[config.mk]
export PLATFORM = sky130hd
export DESIGN_NAME = vram_scanout
export DESIGN_NICKNAME = d
export VERILOG_FILES = /design/src/rtl/vram_scanout.sv
export SDC_FILE = /design/constraint.sdc
export NUM_CORES = 1
export LEC_CHECK = 0
export BUFFER_PORTS_ARGS = -buffer_cell sky130_fd_sc_hd__buf_4
export CORE_AREA = 2 2 162 164
export CTS_CLUSTER_SIZE = 30
export DETAILED_ROUTE_END_ITERATION = 8
export DIE_AREA = 0 0 164 166
export HOLD_SLACK_MARGIN = 0.03
export PLACE_DENSITY = 0.72
export SLEW_MARGIN = 20
export SYNTH_ARGS = -nofsm -noshare
export SYNTH_HDL_FRONTEND = slang
export SYNTH_SLANG_ARGS = --single-unit
[constraint.sdc]
create_clock -name clk -period 5.04 [get_ports clk]
set_clock_uncertainty 0.2 [all_clocks]
set_input_delay 0.504 -clock clk [delete_from_list [all_inputs] [get_ports clk]]
set_output_delay 0.504 -clock clk [all_outputs]
set_load 0.05 [all_outputs]
[src/rtl/vram_scanout.sv]
// vram_scanout: reads one framebuffer from VRAM and streams it through a pixel FIFO
// with line-end/frame-end tags; reads are credit-limited so the FIFO never overflows.
module vram_scanout #(
   parameter int FB_WIDTH   = 320,
   parameter int FB_HEIGHT  = 240,
   parameter int FIFO_DEPTH = 16
) (
   input  logic        clk,
   input  logic        reset_n_i,
   input  logic        start_i,
   input  logic [15:0] base_addr_i,
   output logic        vram_sel_o,
   output logic [15:0] vram_addr_o,
   input  logic        vram_grant_i,
   input  logic [15:0] vram_data_i,
   output logic [15:0] pixel_o,
   output logic        pixel_valid_o,
   input  logic        pixel_ready_i,
   output logic        line_end_o,
   output logic        frame_end_o,
   output logic        busy_o,
   output logic        done_o
);
   localparam int XW = $clog2(FB_WIDTH + 1);
   localparam int YW = $clog2(FB_HEIGHT + 1);
   localparam int AW = $clog2(FIFO_DEPTH);
   localparam int CW = AW + 1;
   localparam logic [XW-1:0] X_LAST = XW'(FB_WIDTH - 1);
   localparam logic [YW-1:0] Y_LAST = YW'(FB_HEIGHT - 1);
   localparam logic [CW:0] DEPTH_C = (CW + 1)'(FIFO_DEPTH);

   typedef enum logic [1:0] {IDLE, FETCH, DRAIN} state_t;
   state_t state, state_nx;

   logic [XW-1:0] x;
   logic [YW-1:0] y;
   logic [15:0]   addr;
   logic          rd_v, rd_le, rd_fe;
   logic [17:0]   mem [FIFO_DEPTH];
   logic [AW-1:0] wp, rp;
   logic [CW-1:0] cnt;
   logic [17:0]   head;
   logic          x_end, last, issue, pop;

   assign x_end         = x == X_LAST;
   assign last          = x_end && y == Y_LAST;
   // a pending read already owns a FIFO slot, so count it against the depth
   assign vram_sel_o    = state == FETCH && ({1'b0, cnt} + (CW + 1)'(rd_v)) < DEPTH_C;
   assign issue         = vram_sel_o && vram_grant_i;
   assign vram_addr_o   = addr;
   assign pixel_valid_o = cnt != '0;
   assign pop           = pixel_valid_o && pixel_ready_i;
   assign head          = pixel_valid_o ? mem[rp] : '0;
   assign pixel_o       = head[15:0];
   assign line_end_o    = head[16];
   assign frame_end_o   = head[17];
   assign busy_o        = state != IDLE;

   always_comb begin
      state_nx = state;
      if (state == IDLE && start_i) state_nx = FETCH;
      else if (state == FETCH && issue && last) state_nx = DRAIN;
      else if (state == DRAIN && pop && head[17]) state_nx = IDLE;
   end

   always_ff @(posedge clk) begin
      if (!reset_n_i) begin
         state  <= IDLE;
         x      <= '0;
         y      <= '0;
         addr   <= '0;
         rd_v   <= 1'b0;
         rd_le  <= 1'b0;
         rd_fe  <= 1'b0;
         wp     <= '0;
         rp     <= '0;
         cnt    <= '0;
         done_o <= 1'b0;
      end else begin
         state  <= state_nx;
         done_o <= pop && head[17];
         rd_v   <= issue;
         rd_le  <= x_end;
         rd_fe  <= last;
         if (state == IDLE && start_i) begin
            addr <= base_addr_i;
            x    <= '0;
            y    <= '0;
         end else if (issue) begin
            addr <= addr + 16'd1;
            x    <= x_end ? '0 : x + XW'(1);
            y    <= x_end ? y + YW'(1) : y;
         end
         if (rd_v) wp <= wp + AW'(1);
         if (pop) rp <= rp + AW'(1);
         cnt <= cnt + CW'(rd_v) - CW'(pop);
      end
   end

   always_ff @(posedge clk) begin
      if (rd_v) mem[wp] <= {rd_fe, rd_le, vram_data_i};
   end
endmodule

## Word-level counts from Yosys, hierarchy flattened

Memory sizes are Yosys's and may differ from the RTL's. A register that Yosys moved wholly into a read port is not among the register bits.
Cells that the tools add are included.

| cells by class | value |
|---|---|
| bitwise logic cells | 1 |
| add/subtract/negate cells | 8 |
| muxes and demuxes | 11 |
| equal/unequal tests | 4 |
| reduce and logical (&&, ||, !) cells | 18 |
| $lt $le $gt $ge | 1 |

Operators by type and width:

| kind | number |
|---|---|
| $mux W16 | 2 |
| $mux W18 | 1 |
| $add A16 B1 Y16 const B | 1 |
| $logic_and A1 B1 Y1 | 10 |
| $add A9 B1 Y9 const B | 1 |
| $eq A9 B9 Y1 const B | 1 |
| $mux W9 | 1 |
| $add A4 B1 Y4 const B | 2 |
| $add A8 B1 Y8 const B | 1 |
| $eq A8 B8 Y1 const B | 1 |
| $mux W4 | 2 |
| $add A5 B1 Y6 | 1 |
| $lt A6 B5 Y1 const B | 1 |
| $reduce_bool A2 Y1 | 3 |
| $add A5 B1 Y5 | 1 |
| $reduce_bool A5 Y1 | 1 |
| $sub A5 B1 Y5 | 1 |
| $mux W2 | 2 |
| $mux W1 | 3 |
| $reduce_bool A3 Y1 | 1 |
| $eq A2 B1 Y1 const B | 1 |
| $eq A2 B2 Y1 const B | 1 |
| $logic_not A2 Y1 | 1 |
| $reduce_and A2 Y1 | 1 |
| 2 further kinds | 2 |

| word-level totals | value |
|---|---|
| memories kept | 1 |
| memory bits (writable) | 288 |
| word-level logic and storage cells | 56 |
| bits in registers | 52 |
| output and inout bits | 38 |

Memory list:

| name | depth | bits a word | rd ports | clocked after memory_dff | write ports | line | text |
|---|---|---|---|---|---|---|---|
| mem | 16 | 18 | 1 | 1 | 1 | 39 | `logic [17:0] mem [FIFO_DEPTH];` |

## Depth between registers and ports, before layout

| depth | value |
|---|---|
| depth after elaboration | 8 |
| depth in mapped cells | 13 |
| mapped depth without buffers | 13 |

## Worst setup path after synthesis

OpenSTA, ideal clock, no wires.

| timing path | value |
|---|---|
| path kind | reg2out |
| start point | register (tool-made name) |
| end point | output pixel_o[10] |
| data required time | 4.336 ns |
| cell stages (with the launch flop) | 6 |
| arrival time | 2.009 ns |
| path slack | 2.327 ns |
| cells stage by stage | dfxtp_1 > buf_6 > buf_2 > mux4_2 > mux4_2 > and2_1 |

RTL lines:

| what | line | text |
|---|---|---|
| end: declaration | 16 | `output logic [15:0] pixel_o,` |

==> metrics list <==
* Average routed wire per standard cell: 23.4 um
- The tree built by TritonCTS fans out to 344 sinks.
- Die Outline Area: about 27000 um2
- Clk buf depth: 3
* Area growth, synth to finish: 15.5%
- Warnings from Yosys: 0
- In this run the core area contains a little under 60 standard-cell rows.
- Once detailed placement completed, the half-perimeter wirelength came to roughly 16000 um.
- Leaving out fill and tap cells, the most frequent cell in the layout is edfxtp_1.
- Period utilization: 0.744
- Post-synthesis instance area: about 14000 um2
- In this run the power spent charging and discharging nets is 0.00208 W.
- The share of total power dissipated in the clock network is 0.341.
- STA classifies the critical path endpoint as an output port.
- Number of I/O port buffers: between 70 and 80
- Setup TNS: 0 ns
- Number of buffers created by CTS: 36
- WHS: around 0.08 ns
- Total placed cells including tap cells: 1146
- For the finished layout, the period the worst path requires is 3.75 ns.
- Worst path slowest cell: mux4_2
- Crit Path Class: reg -> out
- The share of total power dissipated in combinational logic is 0.226.
- For this run, the total global-route usage over all layers was measured as 0.215.
- Leading cell types in the layout, fill and taps excluded: 288 x edfxtp_1, 92 x buf_4, 88 x mux4_2
- Y dimension of the die: approximately 170 um
- The worst setup path is launched from a flip-flop.
* Clock-pin slew of the registers on the worst-case setup and hold paths: approximately 0.060 ns
* Crit-path max FO: 55
* Filler instances: around 1700
* Worst slack at placement: approximately 1.8 ns
- The first global-routing pass estimated 43500 um of wire.
* Hold Crit Endpoint: mem[2][15]
- The final layout contains 903 nets.
* Combined buffer and inverter count along the critical path: 2
- At the end of routability-driven placement, the weighted congestion stood at around 0.8.
- Fraction of layout instances using a drive strength above 1: 0.281
- Setup repair after global routing left no endpoint under its margin.
* Final Total Pwr: 0.00743 W
- Synthesis produced a netlist whose cell count is 748.
- When the netlist entered floorplanning its net count stood at between 800 and 900.
- Count of cells along the worst register-to-register path: 13
- Dividing the synthesized area by the synthesized cell count gives between 15 and 20 um2.
- Counting flops and latches in the post-synthesis netlist gives roughly 340.
* Result of the run: complete, no violations
- Min-Delay Path Depth: 1
- The initial antenna violation count was 0.
- For this run, the detailed router's first-pass iteration total came to 5.
- Least setup slack across all paths after layout: around 1.3 ns
- Worst slew margin: 0.306
- Vias after detailed routing: between 7000 and 8000
- Standby leakage power: 5.23 nW
* Number of enable-type register cells in the synthesized netlist: 288
* VDD IR-drop max: 708 uV
* Buffer cell driving the clock tree root: clkbuf_16
- Leaving out filler cells and counting taps, the final layout contains 1209.
* CTS H-Tree Depth: 2
- Required time at the endpoint of the critical path: roughly 4.3 ns
- CTS tree: done
- The number of global-route vias before repair was approximately 7500.
- Placeable core region: roughly 26000 um2
* Total Wirelength: approximately 28000 um
* First-iteration detailed-routing DRC count: 652
- For this configuration, the core starts out at a cell density of 0.537.
* Power density cells: approximately 470 nW/um2
- The number of hold violations in the final report was 0.
- Worst r2r dst: cnt[4]
- In this run the register-to-register setup slack is between 1.5 and 2 ns.
- The cell family contributing the most delay on the critical path is multiplexers.
* Post-CTS resize count: 0
- The path class of the tightest hold or removal check is in -> reg.
* Total of hold buffers inserted after clock tree synthesis: 0
- Switching part of the total power: 0.281
- Detailed-route vias per instance: just under 6
- DRC viols: 0
* Startpoint of the worst-slack reg-to-reg timing path: cnt[3]
- Derived from the worst setup path, the maximum achievable clock frequency is ~270 MHz.
* Source-to-sink clock delay at the later pin of the worst-skew pair: about 0.52 ns
- Entering global routing, the biggest net connects between 70 and 80 pins.
- Number of setup violations in the final report: 0
* Worst Tran Pin Value: roughly 1.0 ns
* Number of maximum-capacitance violations: 0
- Of all flip-flops after synthesis, the portion carrying an async set or reset was 0.
* Library cells used by synthesis: 47
- Seq/Total Area, Yosys: 0.710
- The startpoint identified for the worst hold timing path is vram_data_i[15].
* Setup Buffers After CTS: 0
- I/O pins: 75
- Once detail routing completed, the nets flagged for antenna violations numbered 0.
- Worst path max stage delay: 0.60 ns
- For this run, the leading register cell type out of synthesis is edfxtp_1.
- The number of pins with negative max-slew slack in the final report was 0.
- Register share of total power: 0.433
- From left edge to right edge, the die measures between 150 and 200 um.
* Arrival time worst endpoint: approximately 3.1 ns
* Most numerous cell on the critical path: mux4_2
- Walking the worst path, the cells encountered are buf_12, mux4_2, mux4_2, and2_1, buf_4.
* Ant. Diodes: 0
- Cell-internal power: between 0.005 and 0.006 W
- Global route total overflow: 0
cell usage after synthesis (3+ instances only):
cell type,number,share of area
buf_2,6,0.0022
nor2_1,43,0.012
mux2i_1,5,0.0036
or3_1,3,0.0014
nand3_1,16,0.0058
o31ai_1,3,0.0016
o21ai_0,17,0.0062
and3_1,6,0.0027
nor3_1,7,0.0025
mux4_2,88,0.14
and4_1,3,0.0019
nor3b_1,3,0.0016
nand2_1,21,0.0057
inv_1,10,0.0027
dfxtp_1,56,0.081
xnor2_1,14,0.0089
buf_4,5,0.0027
and2_1,36,0.016
xor2_1,22,0.014
clkbuf_1,16,0.0044
a211oi_1,4,0.0022
edfxtp_1,288,0.63
ha_1,16,0.015
a21oi_1,18,0.0065
nand4_1,12,0.0055
routing by layer:
layer	vias to the layer above	global-route usage	wire (um)
met1	3692	0.290	11500
met4	0	0.0767	837
li1	3171	-	-
met3	61	0.0372	1770
met5	-	0	0
met2	239	0.355	14300
cell families after synthesis:
kind of cell,Yosys count,synth area share
flops,344,0.710
mux,95,0.149
simple gates,168,0.0670
buf+inv,41,0.0137
fa+ha+maj,17,0.0160
xor+xnor,37,0.0249
compound gates,46,0.0187
sequential cells by signal, indices dropped and copies added, names as in the netlist, 2 cells and up, named ones only:
name / count
mem: 288
vram_addr_o: 16
x: 9
y: 8
cnt: 5
rp: 4
wp: 4
state: 2
power by group through the flow:
stage	Sequential [W]	Combinational, W	Clock (W)
global route	0.00322	0.00179	0.00269
CTS	0.00322	0.00170	0.00258
finish	0.00321	0.00168	0.00254
global placement	0.00327	0.00165	0
floorplan	0.00327	0.00126	0
detailed placement	0.00328	0.00169	0
layout make-up:
type	instances	area (um2)	share of cell area
clock buffer	45	956	0.0602
inverter	10	37.5	0.00236
timing repair buffer	94	731	0.0460
multi-input combinational	363	3800	0.239
clock inverter	18	173	0.0109
sequential	344	9770	0.615
tap	335	419	0.0264
worst max-delay path by stage:
stage / slack [ns] / endpoint / depth (start not counted) / start
CTS: 1.22 / pixel_o[1] / 5 / flip-flop
detailed placement: 1.78 / pixel_o[1] / 5 / flip-flop
finish: 1.29 / pixel_o[4] / 5 / flip-flop
global placement: 1.82 / line_end_o / 5 / flip-flop
global route: 1.13 / line_end_o / 5 / flip-flop
floorplan: 2.33 / pixel_o[10] / 5 / flip-flop
worst register-to-register path: stages, from the launching register on:
cell and delay [ns]:
dfxtp_1 0.34, inv_1 0.10, ha_1 0.14, nor4b_1 0.48, nor2b_1 0.22, nand2_1 0.18, o21ai_0 0.11, ha_1 0.22
fa_1 0.42, a21oi_1 0.20, nor2_1 0.06, nor2_1 0.11, xnor2_1 0.14, nor2_1 0.05
through the flow:
stage                     cell area, um2   util
after global routing               15900  0.620
after CTS                          15900  0.620
final                              15900  0.620
after detailed placement           14800  0.576
after floorplan                    13800      -
after global placement             14800  0.576
No activity file was read; power rests on OpenSTA's default activity.
